===== src/rtl/sqrt_fp_front.sv =====
// Single-precision square-root front end: classifies the operand, builds the integer radicand
// for an external integer sqrt unit and packs its root back into IEEE-754. Macro: SQRT_FP_DENORM_EN.
//
// state  | meaning
// IDLE   | waiting for start; operand latched and classified on the accepting edge
// LAUNCH | sq_start high, radicand presented on sq_num
// WAIT   | radicand held, waiting for sq_ready
// DONE   | ready high, fp_out freshly written
module sqrt_fp_front (
    input  logic        clk,
    input  logic        rst,
    input  logic        start,
    input  logic [31:0] fp_in,
    output logic        sq_start,
    output logic [31:0] sq_num,
    input  logic        sq_ready,
    input  logic [31:0] sq_out,
    output logic        busy,
    output logic        ready,
    output logic [31:0] fp_out
);
    localparam logic [31:0] QNAN = 32'h7FC0_0000;
    localparam logic [31:0] PINF = 32'h7F80_0000;

    typedef enum logic [1:0] {IDLE, LAUNCH, WAIT, DONE} state_t;
    state_t state, state_nxt;

    logic              sign;
    logic [7:0]        exp_f;
    logic [22:0]       frac;
    logic              is_special;
    logic [31:0]       special_val;
    logic [23:0]       mant;
    logic signed [8:0] exp_unb;
    logic signed [8:0] exp_half;
    logic [31:0]       radicand;
    logic [7:0]        res_exp_nxt;
    logic [7:0]        res_exp;
    logic              sq_out_unused;

    assign {sign, exp_f, frac} = fp_in;
    assign sq_out_unused = ^sq_out[31:15];

`ifdef SQRT_FP_DENORM_EN
    logic [4:0] lz;

    always_comb begin
        lz = 5'd0;
        for (int i = 0; i < 23; i++)
            if (frac[i]) lz = 5'(22 - i);
    end
`endif

    always_comb begin
        is_special  = 1'b1;
        special_val = QNAN;
        mant        = {1'b1, frac};
        exp_unb     = $signed({1'b0, exp_f}) - 9'sd127;
        if (exp_f == 8'hFF)
            special_val = (|frac || sign) ? QNAN : PINF;
        else if (exp_f == 8'h00 && !(|frac))
            special_val = fp_in;
        else if (sign)
            special_val = QNAN;
        else if (exp_f == 8'h00) begin
`ifdef SQRT_FP_DENORM_EN
            is_special = 1'b0;
            mant       = {frac, 1'b0} << lz;
            exp_unb    = -9'sd127 - $signed({4'b0, lz});
`else
            special_val = {sign, 31'h0};
`endif
        end else
            is_special = 1'b0;
    end

    // Odd exponents take one extra shift so the halved exponent stays exact.
    assign radicand    = exp_unb[0] ? {mant, 8'h00} : {1'b0, mant, 7'h00};
    assign exp_half    = exp_unb >>> 1;
    assign res_exp_nxt = 8'(exp_half + 9'sd127);

    always_comb begin
        state_nxt = state;
        sq_start  = 1'b0;
        ready     = 1'b0;
        busy      = 1'b1;
        case (state)
            IDLE: begin
                busy = 1'b0;
                if (start) state_nxt = is_special ? DONE : LAUNCH;
            end
            LAUNCH: begin
                sq_start  = 1'b1;
                state_nxt = WAIT;
            end
            WAIT: if (sq_ready) state_nxt = DONE;
            DONE: begin
                ready     = 1'b1;
                state_nxt = IDLE;
            end
            default: state_nxt = IDLE;
        endcase
    end

    always_ff @(posedge clk or negedge rst) begin
        if (!rst) begin
            state   <= IDLE;
            sq_num  <= '0;
            res_exp <= '0;
            fp_out  <= '0;
        end else begin
            state <= state_nxt;
            if (state == IDLE && start) begin
                if (is_special)
                    fp_out <= special_val;
                else begin
                    sq_num  <= radicand;
                    res_exp <= res_exp_nxt;
                end
            end
            if (state == WAIT && sq_ready)
                fp_out <= {1'b0, res_exp, sq_out[14:0], 8'h00};
        end
    end
endmodule


===== config.mk =====
export PLATFORM = sky130hd
export DESIGN_NAME = sqrt_fp_front
export DESIGN_NICKNAME = d
export VERILOG_FILES = /design/src/rtl/sqrt_fp_front.sv
export SDC_FILE = /design/constraint.sdc
export NUM_CORES = 1
export LEC_CHECK = 0
export ABC_AREA = 1
export CAP_MARGIN = 20
export CORE_ASPECT_RATIO = 1.25
export CORE_MARGIN = 5
export CORE_UTILIZATION = 40
export CTS_CLUSTER_SIZE = 16
export DETAILED_ROUTE_END_ITERATION = 8
export DONT_BUFFER_PORTS = 1
export GPL_TIMING_DRIVEN = 1
export SYNTH_ARGS = -nofsm -noshare
export SYNTH_HDL_FRONTEND = slang
export SYNTH_SLANG_ARGS = --single-unit

===== constraint.sdc =====
create_clock -name clk -period 2.85 [get_ports clk]
set_clock_uncertainty 0.05 [all_clocks]
set_input_delay 0.7125 -clock clk [delete_from_list [all_inputs] [get_ports clk]]
set_output_delay 0.7125 -clock clk [all_outputs]
set_load 0.02 [all_outputs]

# After elaboration in Yosys (flattened, before gate mapping)
# Index checks and enable logic that the tools add are counted.
[word_totals]
register_bits = 74
out_inout_bits = 67
wordCells = 46
input_bits = 68
[op_classes]
n_mux = 20
reduce_logical = 13
eq_ne = 6
n_bitwise = 1
addsub = 2
[ops]
columns = ["cell", "n"]
rows = [
  ["$mux W32", 6],
  ["$mux W31", 2],
  ["$mux W23", 1],
  ["$reduce_or A23 Y1", 1],
  ["$sub A8 B7 Y9 const B", 1],
  ["$add A8 B8 Y8 const B", 1],
  ["$eq A8 B8 Y1 const B", 1],
  ["$logic_not A8 Y1", 1],
  ["$pmux W2 S4", 1],
  ["$mux W1", 7],
  ["$mux W2", 3],
  ["$reduce_and A2 Y1", 3],
  ["$eq A2 B2 Y1 const B", 2],
  ["$ne A2 B2 Y1 const B", 2],
  ["$reduce_bool A2 Y1", 2],
  ["$logic_and A1 B1 Y1", 3],
  ["$eq A2 B1 Y1 const B", 1],
  ["$logic_not A2 Y1", 1],
  ["$logic_not A1 Y1", 1],
  ["$logic_or A1 B1 Y1", 1],
  ["$not A1 Y1", 1],
]

# Logic depth before layout (Yosys ltp)
# Gate-level depths: netlist of run 1.
[depth]
depth_word = 8
depth_mapped = 13
mapped_depth_nobuf = 11

# Least setup slack after synthesis of run 1
# No wires, ideal clock.
[synth_path]
path_type = "input-to-reg"
startpoint = "input port fp_in[23]"
endpoint = "register res_exp[6]"
path_buffers = 4
stages = 13
slack_ns = 0.466
required_ns = 2.683
arrival_time_ns = 2.217
setup_ns = 0.117
path_cell_list = "buf_2 > inv_1 > clkbuf_1 > ha_1 > nand2_1 > nor2_2 > nand2_4 > nand4_4 > inv_2 > buf_6 > buf_6 > nand3_1 > nand2_1"
[synth_between]
elab_chain_cells = 7
word_cells_on_any_way = 11
cone_classes = "2 x add/sub; 1 x eq/ne; 4 x mux; 1 x bitwise; 3 x reduce/logical"
[synth_lines]
columns = ["item", "line", "rtl"]
rows = [
  ["from (decl)", "13", "input logic [31:0] fp_in,"],
  ["branches (longest 7 deep; another with $sub A8 B7 Y9)", "--", ""],
  ["to (signal assigned)", "118", "res_exp <= res_exp_nxt;"],
  ["to (decl)", "38", "logic [7:0] res_exp;"],
]
# Parallel ways; which one is timed is not known.
# A chain may end at the register's enable or synchronous reset.

# Final worst setup path of run 1
[layout_path]
startpoint = "register state[0]"
endpoint = "register fp_out[22]"
[layout_between]
elab_chain_cells = 4
word_cells_on_any_way = 8
cone_classes = "1 x eq/ne; 1 x mux; 6 x reduce/logical"
[layout_lines]
columns = ["item", "line", "rtl"]
rows = [
  ["from (decl)", "26", "state_t state, state_nxt;"],
  ["from (signal assigned)", "112", "state <= state_nxt;"],
  ["$eq A2 B2 Y1 / $logic_not A2 Y1 (equally long branches)", "121, 113", ""],
  ["$logic_and A1 B1 Y1, on equally long branches", "121, 113", ""],
  ["$reduce_bool A2 Y1 (no source line)", "--", ""],
  ["$reduce_and A2 Y1 (no source line)", "--", ""],
  ["to (signal assigned)", "115", "fp_out <= special_val;"],
  ["to (signal assigned)", "122", "fp_out <= {1'b0, res_exp, sq_out[14:0], 8'h00};"],
  ["to (decl)", "20", "output logic [31:0] fp_out"],
]
# Several ways; a longest one is shown, not always the timed one.

==> flow_results.xml, run 1 <==
<?xml version="1.0" encoding="UTF-8"?>
<metrics>
  <group name="status">
    <metric name="outcome" unit="">finished clean</metric>
  </group>
  <group name="timing">
    <metric name="max_slew.worst_pin.slew" unit="ps">563</metric>
    <metric name="min_period_over_period" unit="">0.775</metric>
    <metric name="max_freq" unit="MHz">453</metric>
    <metric name="setup_viol" unit="">0</metric>
    <metric name="finalHoldViolCount" unit="">0</metric>
    <metric name="worst_slew_margin_rel" unit="">0.624</metric>
    <metric name="final.setup.tns" unit="ps">0</metric>
    <metric name="final_period_minus_worst_setup_slack" unit="ps">2210</metric>
    <metric name="grt_setup_unrepaired" unit="">false</metric>
    <metric name="slew_violations" unit="">0</metric>
  </group>
  <group name="yosys">
    <metric name="synthDominantCellAreaShare" unit="">0.478</metric>
    <metric name="yosys_register_bits" unit="">67</metric>
    <metric name="yosys_warnings" unit="">0</metric>
    <metric name="synth.distinct_cells" unit="">36</metric>
    <metric name="post-synth-top-area-cell" unit="">dfrtp_1</metric>
    <metric name="synth_compound_gate_area_share" unit="">0.123</metric>
    <metric name="syn_avg_cell_area" unit="sq um">8.37</metric>
    <metric name="synthMuxAreaShare" unit="">0</metric>
    <metric name="synth_area" unit="sq um">3510</metric>
    <metric name="synth_top_family_by_area" unit="">simple AND/OR/NAND/NOR gates</metric>
    <metric name="synth_edf_count" unit="">0</metric>
    <metric name="synthCells" unit="">419</metric>
    <metric name="synth_seq_area_share" unit="">0.478</metric>
    <metric name="yosys-top-cells-area" unit="">dfrtp_1, nand2_1, nand3_1</metric>
    <metric name="synth_adder_area_share" unit="">0.0286</metric>
    <metric name="synth_ff_type" unit="">dfrtp_1</metric>
    <metric name="async_reset_ff_frac" unit="">1.00</metric>
    <metric name="synth_xor_xnor_area_share" unit="">0.0150</metric>
    <metric name="synthSimpleGateAreaFrac" unit="">0.259</metric>
  </group>
  <group name="global_route">
    <metric name="grt_use_total" unit="">0.157</metric>
    <metric name="antenna_violations_before_repair" unit="">0</metric>
    <metric name="grt_first_pass_wirelength" unit="um">13200</metric>
    <metric name="maximum_number_of_pins_on_one_net_before_global_route_repair" unit="">29</metric>
    <metric name="vias_in_the_first_global_route" unit="">2736</metric>
    <metric name="grt_overflow" unit="">0</metric>
  </group>
  <group name="setup_path">
    <metric name="rr_startpoint" unit="">state[0]</metric>
    <metric name="reg2regPathDepth" unit="">7</metric>
    <metric name="required" unit="ps">3070</metric>
    <metric name="critPathMostFrequentCell" unit="">nand2_1</metric>
    <metric name="slowest_stage" unit="">a21oi_4</metric>
    <metric name="path_cells" unit="">inv_1, ha_1, nand2_1, clkinv_1, a21oi_4, a21boi_0, nand2_1</metric>
    <metric name="worstSetupPathType" unit="">register to register</metric>
    <metric name="crit_arrival" unit="ps">2430</metric>
    <metric name="reg2reg_setup_slack" unit="ps">640</metric>
    <metric name="rr_endpoint" unit="">fp_out[22]</metric>
    <metric name="critPathCaptureType" unit="">register</metric>
    <metric name="timing.critical_path.slowest_cell_delay" unit="ps">500</metric>
    <metric name="timing.critical_path.from_type" unit="">register</metric>
    <metric name="timing.critical_path.max_delay_family" unit="">compound AO/OA/AOI/OAI gates</metric>
    <metric name="crit_path_buf_inv_count" unit="">2</metric>
    <metric name="cp_max_fo" unit="">22</metric>
  </group>
  <group name="drt">
    <metric name="drt_drc_violations_left" unit="">0</metric>
    <metric name="route.vias.total" unit="">2673</metric>
    <metric name="routed_wl" unit="um">8140</metric>
    <metric name="wire_per_inst" unit="um">14.9</metric>
    <metric name="vias_per_cell" unit="">4.88</metric>
    <metric name="dr_pass1_iterations" unit="">4</metric>
    <metric name="antenna_left" unit="">0</metric>
    <metric name="initialDrtViolationCount" unit="">57</metric>
  </group>
  <group name="final_layout">
    <metric name="num_antenna_cells" unit="">0</metric>
    <metric name="n_fill_cell" unit="">861</metric>
    <metric name="commonest_non_fill_non_tap_cell_in_the_layout" unit="">nand2_1</metric>
    <metric name="stdcell_area" unit="sq um">3850</metric>
    <metric name="final_nets" unit="">501</metric>
    <metric name="post_route_cells_drive_above_1_share" unit="">0.0935</metric>
    <metric name="final_cell_mix" unit="">nand2_1, dfrtp_1, inv_1, nor2_1, nand3_1</metric>
    <metric name="synthToLayoutAreaGrowth" unit="%">9.74</metric>
  </group>
  <group name="job">
    <metric name="cap_viol_max_count" unit="">0</metric>
  </group>
  <group name="clocking">
    <metric name="cts-buffers-inserted" unit="">9</metric>
    <metric name="post_cts.resized_instances" unit="">0</metric>
    <metric name="cts.sink_count" unit="">67</metric>
    <metric name="clockRootBuffer" unit="">clkbuf_8</metric>
    <metric name="clock_insertion_delay_worst_skew" unit="ps">330</metric>
    <metric name="postCtsHoldBufs" unit="">5</metric>
    <metric name="cts_post_setup_buffers_inserted" unit="">0</metric>
    <metric name="post_cts_clock_slew_at_the_launch_and_capture_registers_of_the_worst_setup_and_hold_paths" unit="ps">70</metric>
    <metric name="tritoncts" unit="">done</metric>
    <metric name="clockBufferDepth" unit="">2</metric>
    <metric name="htreeDepth" unit="">3</metric>
  </group>
  <group name="placed_design">
    <metric name="portBuffers" unit="">0</metric>
    <metric name="placed_area" unit="sq um">3550</metric>
    <metric name="gp_congestion" unit="">0.741</metric>
    <metric name="hpwlAfterDp" unit="um">5760</metric>
  </group>
  <group name="hold_path">
    <metric name="timing.hold.worst.class" unit="">primary input to async pin</metric>
  </group>
  <group name="die">
    <metric name="dieHeight" unit="um">115</metric>
    <metric name="placement_rows" unit="">38</metric>
    <metric name="top_level_ports" unit="">135</metric>
    <metric name="core_area" unit="sq um">8610</metric>
    <metric name="start_util" unit="">0.407</metric>
    <metric name="design.die.area" unit="sq um">10700</metric>
    <metric name="die_width" unit="um">93.7</metric>
  </group>
  <group name="power">
    <metric name="power_leakage" unit="nW">1.88</metric>
    <metric name="power.total" unit="mW">3.72</metric>
    <metric name="vdd_drop_max" unit="uV">471</metric>
    <metric name="powerDensity" unit="nW/um^2">966</metric>
  </group>
</metrics>
-- power breakdown --
part / switching (mW) / total (mW) / internal, mW
combinational: 0.498 / 0.898 / 0.400
clock: 0.334 / 0.799 / 0.465
sequential: 0.680 / 2.02 / 1.34
-- cells in the mapped netlist (all sizes together), types with 2 or more instances --
| library cell | count |
|---|---|
| buf | 18 |
| xor2 | 3 |
| o21ai | 14 |
| nand2 | 136 |
| clkinv | 2 |
| nand3 | 32 |
| o211ai | 6 |
| ha | 8 |
| or2 | 2 |
| nor2 | 35 |
| inv | 42 |
| xnor2 | 3 |
| a22o | 14 |
| o22ai | 2 |
| clkbuf | 5 |
| nand4 | 4 |
| o21a | 17 |
| a21oi | 3 |
| dfrtp | 67 |
-- flip-flops by register name, summed over array words and instances (netlist names) --
register  count
state         2
res_exp       8
fp_out       32
sq_num       25
-- worst max-delay path by stage --
stage	startpoint	depth (start not counted)	end	slack, ps
2_1_floorplan	fp_in[23]	13	res_exp[6]	470
3_3_place_gp	fp_in[23]	9	sq_num[24]	530
3_5_place_dp	fp_in[23]	9	sq_num[13]	520
4_1_cts	state[0]	7	fp_out[22]	620
5_1_grt	state[0]	7	fp_out[22]	400
6_report	state[0]	7	fp_out[22]	640
-- kinds of logic (layout without fill, tap and decap cells) --
| logic type | Yosys count | count (layout) |
|---|---|---|
| fa+ha+maj | 8 | 8 |
| compound gates | 59 | 59 |
| other cells | 1 | 7 |
| flops | 67 | 67 |
| simple gates | 211 | 211 |
| xor+xnor | 6 | 6 |
| buf+inv | 67 | 70 |
-- metrics by stage --
stage          utilization  cells  hold WS [ps]  setup slack (ps)
6_report             0.447    548           138               642
5_1_grt              0.447    548           126               398
4_1_cts              0.443    546        0.0362               622
3_5_place_dp         0.412    527           369               518
3_3_place_gp         0.412    527           369               533
2_1_floorplan            -    425           367               466
-- cell type report --
cell class                 instances  area [sq um]  share of cell area
multi-input combinational        291          1520               0.395
tap                              120           150              0.0390
inverter                          44           165              0.0429
timing repair buffer              12           135              0.0351
clock inverter                     2          35.0             0.00911
clock buffer                      12           165              0.0429
sequential                        67          1680               0.436
-- metal layers --
layer  global-route usage  up-vias  part of all wire
li1                     -     1341                 -
met1                0.179     1221              0.39
met2                0.254       98              0.46
met3               0.0717       13              0.12
met4               0.0655        0             0.016
met5                    0        -                 0
-- worst reg2reg max path, stage by stage (launching register included) --
cell,delay [ps]
dfrtp_1,370
inv_1,100
ha_1,240
nand2_1,350
clkinv_1,240
a21oi_4,500
a21boi_0,190
nand2_1,100
Note: power is estimated with default switching activity, not from simulation.
==> inputs of run 2 (changes only) <==
==> constraint.sdc (replaced) <==
create_clock -name clk -period 1.85 [get_ports clk]
set_clock_uncertainty 0.05 [all_clocks]
set_input_delay 0.4625 -clock clk [delete_from_list [all_inputs] [get_ports clk]]
set_output_delay 0.4625 -clock clk [all_outputs]
set_load 0.02 [all_outputs]
==> flow_results.xml, run 2 (synthesis results as in run 1) <==
<?xml version="1.0" encoding="UTF-8"?>
<metrics>
  <group name="status">
    <metric name="outcome" unit="">complete, but fails checks</metric>
    <metric name="violations" unit="">hold timing</metric>
  </group>
  <group name="job">
    <metric name="cap_viol_max_count" unit="">0</metric>
  </group>
  <group name="drt">
    <metric name="route.vias.total" unit="">2641</metric>
    <metric name="initialDrtViolationCount" unit="">99</metric>
    <metric name="drt_drc_violations_left" unit="">0</metric>
    <metric name="dr_pass1_iterations" unit="">4</metric>
    <metric name="wire_per_inst" unit="um">14.0</metric>
    <metric name="routed_wl" unit="um">7700</metric>
    <metric name="antenna_left" unit="">0</metric>
    <metric name="vias_per_cell" unit="">4.81</metric>
  </group>
  <group name="die">
    <metric name="dieHeight" unit="um">115</metric>
    <metric name="design.die.area" unit="sq um">10700</metric>
    <metric name="top_level_ports" unit="">135</metric>
    <metric name="core_area" unit="sq um">8610</metric>
    <metric name="start_util" unit="">0.407</metric>
    <metric name="placement_rows" unit="">38</metric>
    <metric name="die_width" unit="um">93.7</metric>
  </group>
  <group name="setup_path">
    <metric name="reg2regPathDepth" unit="">7</metric>
    <metric name="timing.critical_path.max_delay_family" unit="">flip-flops</metric>
    <metric name="critPathMostFrequentCell" unit="">inv_1</metric>
    <metric name="crit_arrival" unit="ps">1210</metric>
    <metric name="slowest_stage" unit="">dfrtp_1</metric>
    <metric name="cp_num_cells" unit="">3</metric>
    <metric name="crit_path_buf_inv_count" unit="">2</metric>
    <metric name="timing.critical_path.slowest_cell_delay" unit="ps">380</metric>
    <metric name="timing.critical_path.from_type" unit="">register</metric>
    <metric name="critPathCaptureType" unit="">output pin</metric>
    <metric name="cp_max_fo" unit="">4</metric>
    <metric name="worstSetupPathType" unit="">register to output pin</metric>
    <metric name="path_cells" unit="">inv_1, ha_1, inv_1</metric>
    <metric name="required" unit="ps">1340</metric>
  </group>
  <group name="final_layout">
    <metric name="largest-register" unit="">fp_out</metric>
    <metric name="final_nets" unit="">500</metric>
    <metric name="final_cell_mix" unit="">nand2_1, dfrtp_1, inv_1, nor2_1, nand3_1</metric>
    <metric name="commonest_non_fill_non_tap_cell_in_the_layout" unit="">nand2_1</metric>
    <metric name="synthToLayoutAreaGrowth" unit="%">9.60</metric>
    <metric name="num_antenna_cells" unit="">0</metric>
    <metric name="post_route_cells_drive_above_1_share" unit="">0.107</metric>
    <metric name="final_core_utilization" unit="">0.446</metric>
    <metric name="layout_top_registers" unit="">fp_out: 32 flops, sq_num: 25 flops, res_exp: 8 flops</metric>
    <metric name="flip_flop_count_of_the_largest_register_after_layout" unit="">32</metric>
  </group>
  <group name="timing">
    <metric name="max_freq" unit="MHz">580</metric>
    <metric name="setup_viol" unit="">0</metric>
    <metric name="final.setup.tns" unit="ps">0</metric>
    <metric name="final_period_minus_worst_setup_slack" unit="ps">1720</metric>
    <metric name="slew_violations" unit="">0</metric>
    <metric name="grt_setup_unrepaired" unit="">false</metric>
    <metric name="min_period_over_period" unit="">0.932</metric>
    <metric name="holdWs" unit="ps">-232</metric>
    <metric name="finalHoldViolCount" unit="">67</metric>
  </group>
  <group name="clocking">
    <metric name="clockRootBuffer" unit="">clkbuf_8</metric>
    <metric name="htreeDepth" unit="">3</metric>
    <metric name="clockBufferDepth" unit="">2</metric>
    <metric name="cts.sink_count" unit="">67</metric>
    <metric name="cts-buffers-inserted" unit="">9</metric>
    <metric name="clock_insertion_delay_worst_skew" unit="ps">330</metric>
    <metric name="tritoncts" unit="">done</metric>
    <metric name="post_cts_clock_slew_at_the_launch_and_capture_registers_of_the_worst_setup_and_hold_paths" unit="ps">70</metric>
  </group>
  <group name="global_route">
    <metric name="vias_in_the_first_global_route" unit="">2636</metric>
    <metric name="grtUsageMet1" unit="">0.160</metric>
    <metric name="maximum_number_of_pins_on_one_net_before_global_route_repair" unit="">68</metric>
    <metric name="met2_usage" unit="">0.230</metric>
    <metric name="grt_use_total" unit="">0.145</metric>
    <metric name="grt_first_pass_wirelength" unit="um">12200</metric>
    <metric name="gr-max-usage-layer" unit="">met2</metric>
    <metric name="m3_gr_usage" unit="">0.0855</metric>
    <metric name="grt_overflow" unit="">0</metric>
    <metric name="antenna_violations_before_repair" unit="">0</metric>
  </group>
  <group name="placed_design">
    <metric name="portBuffers" unit="">0</metric>
    <metric name="hpwlAfterDp" unit="um">5900</metric>
    <metric name="gp_congestion" unit="">0.787</metric>
  </group>
  <group name="hold_path">
    <metric name="timing.hold.worst.class" unit="">primary input to async pin</metric>
  </group>
  <group name="power">
    <metric name="power.total" unit="mW">5.74</metric>
    <metric name="powerDensity" unit="nW/um^2">1490</metric>
    <metric name="power_leakage" unit="nW">1.86</metric>
    <metric name="vdd_drop_max" unit="uV">656</metric>
  </group>
</metrics>
[run 2: area by class of cell]
class / instances / area, sq um
Clock inverter: 2 / 35.0
Timing Repair Buffer: 11 / 120
Multi-Input combinational cell: 291 / 1540
Sequential cell: 67 / 1680
Inverter: 44 / 170
Tap cell: 120 / 150
Fill cell: 843 / 4760
Clock buffer: 14 / 153
[run 2: timing repair]
action | CTS | global route
endpoints found under the setup margin | 0 | 1
hold endpoints to repair | 67 | 67
gates resized for setup | 0 | 1
buffers inserted | 0 | 0
[run 2: path summary, 6_finish.rpt]
| path | startpoint | endpoint | slack (ps) |
|---|---|---|---|
| worst max-delay path | state[0] | busy | 130 |
| worst min-delay path | rst | fp_out[24] | -230 |
| worst max register to register | state[0] | fp_out[27] | 190 |
| worst min register to register | res_exp[4] | res_exp[4] | 430 |
| max in group asynchronous | rst | sq_num[13] | 1860 |
| min in group clk | sq_out[1] | fp_out[9] | 210 |
[run 2: worst reg2reg max path, stage by stage (launching register included)]
cell and delay [ps]:
dfrtp_1 380, inv_1 100, ha_1 230, nand2_1 100
buf_4 190, nand3_1 250, o211ai_1 180, nand2_1 70
[run 2: per-stage QoR]
| step | area, sq um | hold slack (ps) | instances | worst slack [ps] |
|---|---|---|---|---|
| after floorplan | 3560 | 117 | 425 | 19.6 |
| after global placement | 3650 | 119 | 533 | 85.5 |
| after detailed placement | 3650 | 119 | 533 | 48.6 |
| after CTS | 3840 | -261 | 549 | 99.0 |
| after global routing | 3840 | -270 | 549 | 13.7 |
| final | 3840 | -232 | 549 | 126 |
[run 2: power breakdown]
part           internal (mW)  switching, mW  leakage [nW]
Clock                  0.660          0.521        0.0947
Sequential              2.06           1.05         0.818
Combinational          0.686          0.751         0.952
[run 2: routing by layer]
metal / vias up / wire length, um
met5: - / 0
met2: 92 / 3520
li1: 1332 / -
met4: 0 / 89
met1: 1208 / 3030
met3: 9 / 1060
==> inputs of run 3 (changes only) <==
--- a/config.mk
+++ b/config.mk
@@ -12,8 +12,8 @@
 export CORE_UTILIZATION = 40
 export CTS_CLUSTER_SIZE = 16
 export DETAILED_ROUTE_END_ITERATION = 8
-export DONT_BUFFER_PORTS = 1
 export GPL_TIMING_DRIVEN = 1
+export PLACE_DENSITY = 0.77
 export SYNTH_ARGS = -nofsm -noshare
 export SYNTH_HDL_FRONTEND = slang
 export SYNTH_SLANG_ARGS = --single-unit
==> flow_results.xml, run 3 (synthesis results as in run 1) <==
<?xml version="1.0" encoding="UTF-8"?>
<metrics>
  <group name="status">
    <metric name="outcome" unit="">finished clean</metric>
  </group>
  <group name="clocking">
    <metric name="tritoncts" unit="">done</metric>
    <metric name="cts-buffers-inserted" unit="">9</metric>
    <metric name="clockRootBuffer" unit="">clkbuf_8</metric>
    <metric name="clock_insertion_delay_worst_skew" unit="ps">340</metric>
    <metric name="cts.sink_count" unit="">67</metric>
    <metric name="htreeDepth" unit="">3</metric>
    <metric name="post_cts_clock_slew_at_the_launch_and_capture_registers_of_the_worst_setup_and_hold_paths" unit="ps">70</metric>
    <metric name="clockBufferDepth" unit="">2</metric>
    <metric name="cts_post_setup_buffers_inserted" unit="">0</metric>
  </group>
  <group name="setup_path">
    <metric name="timing.critical_path.from_type" unit="">register</metric>
    <metric name="reg2regPathDepth" unit="">9</metric>
    <metric name="worstSetupPathType" unit="">register to output pin</metric>
    <metric name="cp_num_cells" unit="">1</metric>
    <metric name="required" unit="ps">1340</metric>
    <metric name="timing.critical_path.slowest_cell_delay" unit="ps">610</metric>
    <metric name="cp_max_fo" unit="">2</metric>
    <metric name="slowest_stage" unit="">clkdlybuf4s50_1</metric>
    <metric name="path_cells" unit="">clkdlybuf4s50_1</metric>
    <metric name="crit_path_buf_inv_count" unit="">1</metric>
    <metric name="critPathCaptureType" unit="">output pin</metric>
    <metric name="crit_arrival" unit="ps">1300</metric>
    <metric name="timing.critical_path.max_delay_family" unit="">buffers and inverters</metric>
  </group>
  <group name="timing">
    <metric name="max_freq" unit="MHz">552</metric>
    <metric name="slew_violations" unit="">0</metric>
    <metric name="holdWs" unit="ps">77.8</metric>
    <metric name="finalHoldViolCount" unit="">0</metric>
    <metric name="grt_setup_unrepaired" unit="">false</metric>
    <metric name="final.setup.tns" unit="ps">0</metric>
    <metric name="setup_viol" unit="">0</metric>
    <metric name="min_period_over_period" unit="">0.979</metric>
    <metric name="final_period_minus_worst_setup_slack" unit="ps">1810</metric>
  </group>
  <group name="global_route">
    <metric name="grt_use_total" unit="">0.174</metric>
    <metric name="grt_overflow" unit="">0</metric>
    <metric name="grt_first_pass_wirelength" unit="um">14900</metric>
    <metric name="maximum_number_of_pins_on_one_net_before_global_route_repair" unit="">68</metric>
    <metric name="antenna_violations_before_repair" unit="">0</metric>
    <metric name="vias_in_the_first_global_route" unit="">3321</metric>
  </group>
  <group name="placed_design">
    <metric name="hpwlAfterDp" unit="um">7040</metric>
    <metric name="gp_congestion" unit="">0.835</metric>
    <metric name="portBuffers" unit="">110</metric>
  </group>
  <group name="final_layout">
    <metric name="post_route_cells_drive_above_1_share" unit="">0.180</metric>
    <metric name="layout_top_registers" unit="">fp_out: 32 flops, sq_num: 25 flops, res_exp: 8 flops</metric>
    <metric name="largest-register" unit="">fp_out</metric>
    <metric name="flip_flop_count_of_the_largest_register_after_layout" unit="">32</metric>
    <metric name="synthToLayoutAreaGrowth" unit="%">52.3</metric>
    <metric name="final_nets" unit="">654</metric>
    <metric name="num_antenna_cells" unit="">0</metric>
    <metric name="final_cell_mix" unit="">nand2_1, dfrtp_1, buf_4, clkdlybuf4s50_1, inv_1</metric>
    <metric name="register_area" unit="sq um">1680</metric>
    <metric name="commonest_non_fill_non_tap_cell_in_the_layout" unit="">nand2_1</metric>
    <metric name="multi_input_comb_area" unit="sq um">1580</metric>
    <metric name="n_fill_cell" unit="">754</metric>
  </group>
  <group name="power">
    <metric name="power_leakage" unit="nW">2.88</metric>
    <metric name="vdd_drop_max" unit="uV">706</metric>
    <metric name="powerDensity" unit="nW/um^2">1260</metric>
  </group>
  <group name="hold_path">
    <metric name="timing.hold.worst.class" unit="">primary input to async pin</metric>
  </group>
  <group name="drt">
    <metric name="initialDrtViolationCount" unit="">106</metric>
    <metric name="route.vias.total" unit="">3283</metric>
    <metric name="vias_per_cell" unit="">4.68</metric>
    <metric name="drt_drc_violations_left" unit="">0</metric>
    <metric name="antenna_left" unit="">0</metric>
    <metric name="dr_pass1_iterations" unit="">4</metric>
    <metric name="wire_per_inst" unit="um">12.9</metric>
    <metric name="routed_wl" unit="um">9060</metric>
  </group>
  <group name="die">
    <metric name="placement_rows" unit="">38</metric>
    <metric name="core_area" unit="sq um">8610</metric>
    <metric name="start_util" unit="">0.407</metric>
    <metric name="die_width" unit="um">93.7</metric>
    <metric name="dieHeight" unit="um">115</metric>
    <metric name="top_level_ports" unit="">135</metric>
    <metric name="design.die.area" unit="sq um">10700</metric>
  </group>
  <group name="job">
    <metric name="cap_viol_max_count" unit="">0</metric>
  </group>
</metrics>
==> run 3: per-stage QoR <==
step | worst slack [ps] | utilization | cell area [sq um] | cells | power, mW
2_1_floorplan | 19.6 | - | 3560 | 425 | 4.24
3_3_place_gp | -415 | 0.592 | 5090 | 687 | 5.80
3_5_place_dp | -464 | 0.592 | 5090 | 687 | 5.93
4_1_cts | 0.553 | 0.608 | 5240 | 702 | 6.90
5_1_grt | 1.25 | 0.621 | 5340 | 702 | 7.20
6_report | 38.7 | 0.621 | 5340 | 702 | 6.74
==> run 3: final timing paths <==
check / to / slack [ps] / start
worst min register to register: sq_num[11] / 430 / sq_num[11]
min in group clk: sq_num[11] / 430 / sq_num[11]
worst max register to register: fp_out[22] / 110 / state[0]
max in group asynchronous: res_exp[1] / 1380 / rst
worst max-delay path: fp_out[3] / 40 / fp_out[3]
worst min-delay path: fp_out[15] / 80 / rst
==> run 3: layer usage <==
layer / share of wire / vias to the layer above / GRT usage
met2: 0.51 / 83 / 0.301
met5: 0 / - / 0
met3: 0.053 / 19 / 0.0362
met1: 0.41 / 1538 / 0.205
li1: - / 1643 / -
met4: 0.026 / 0 / 0.0829
==> run 3: what timing repair did <==
action                     CTS  global route
pin swaps                    2             1
hold endpoints to repair     0             0
hold buffers                 0             0
gates resized for setup     35            42
setup endpoints to repair   81            56
==> run 3: cell type report <==
cell class | instances | area share
clock buffer | 10 | 0.0239
clock inverter | 5 | 0.0103
inverter | 44 | 0.0314
multi-input combinational | 291 | 0.295
sequential | 67 | 0.314
tap | 120 | 0.0281
timing repair buffer | 165 | 0.297
==> run 3: power breakdown <==
| group | switching [mW] | internal, mW |
|---|---|---|
| combinational | 1.72 | 1.47 |
| clock | 0.533 | 0.610 |
| sequential | 0.337 | 2.07 |
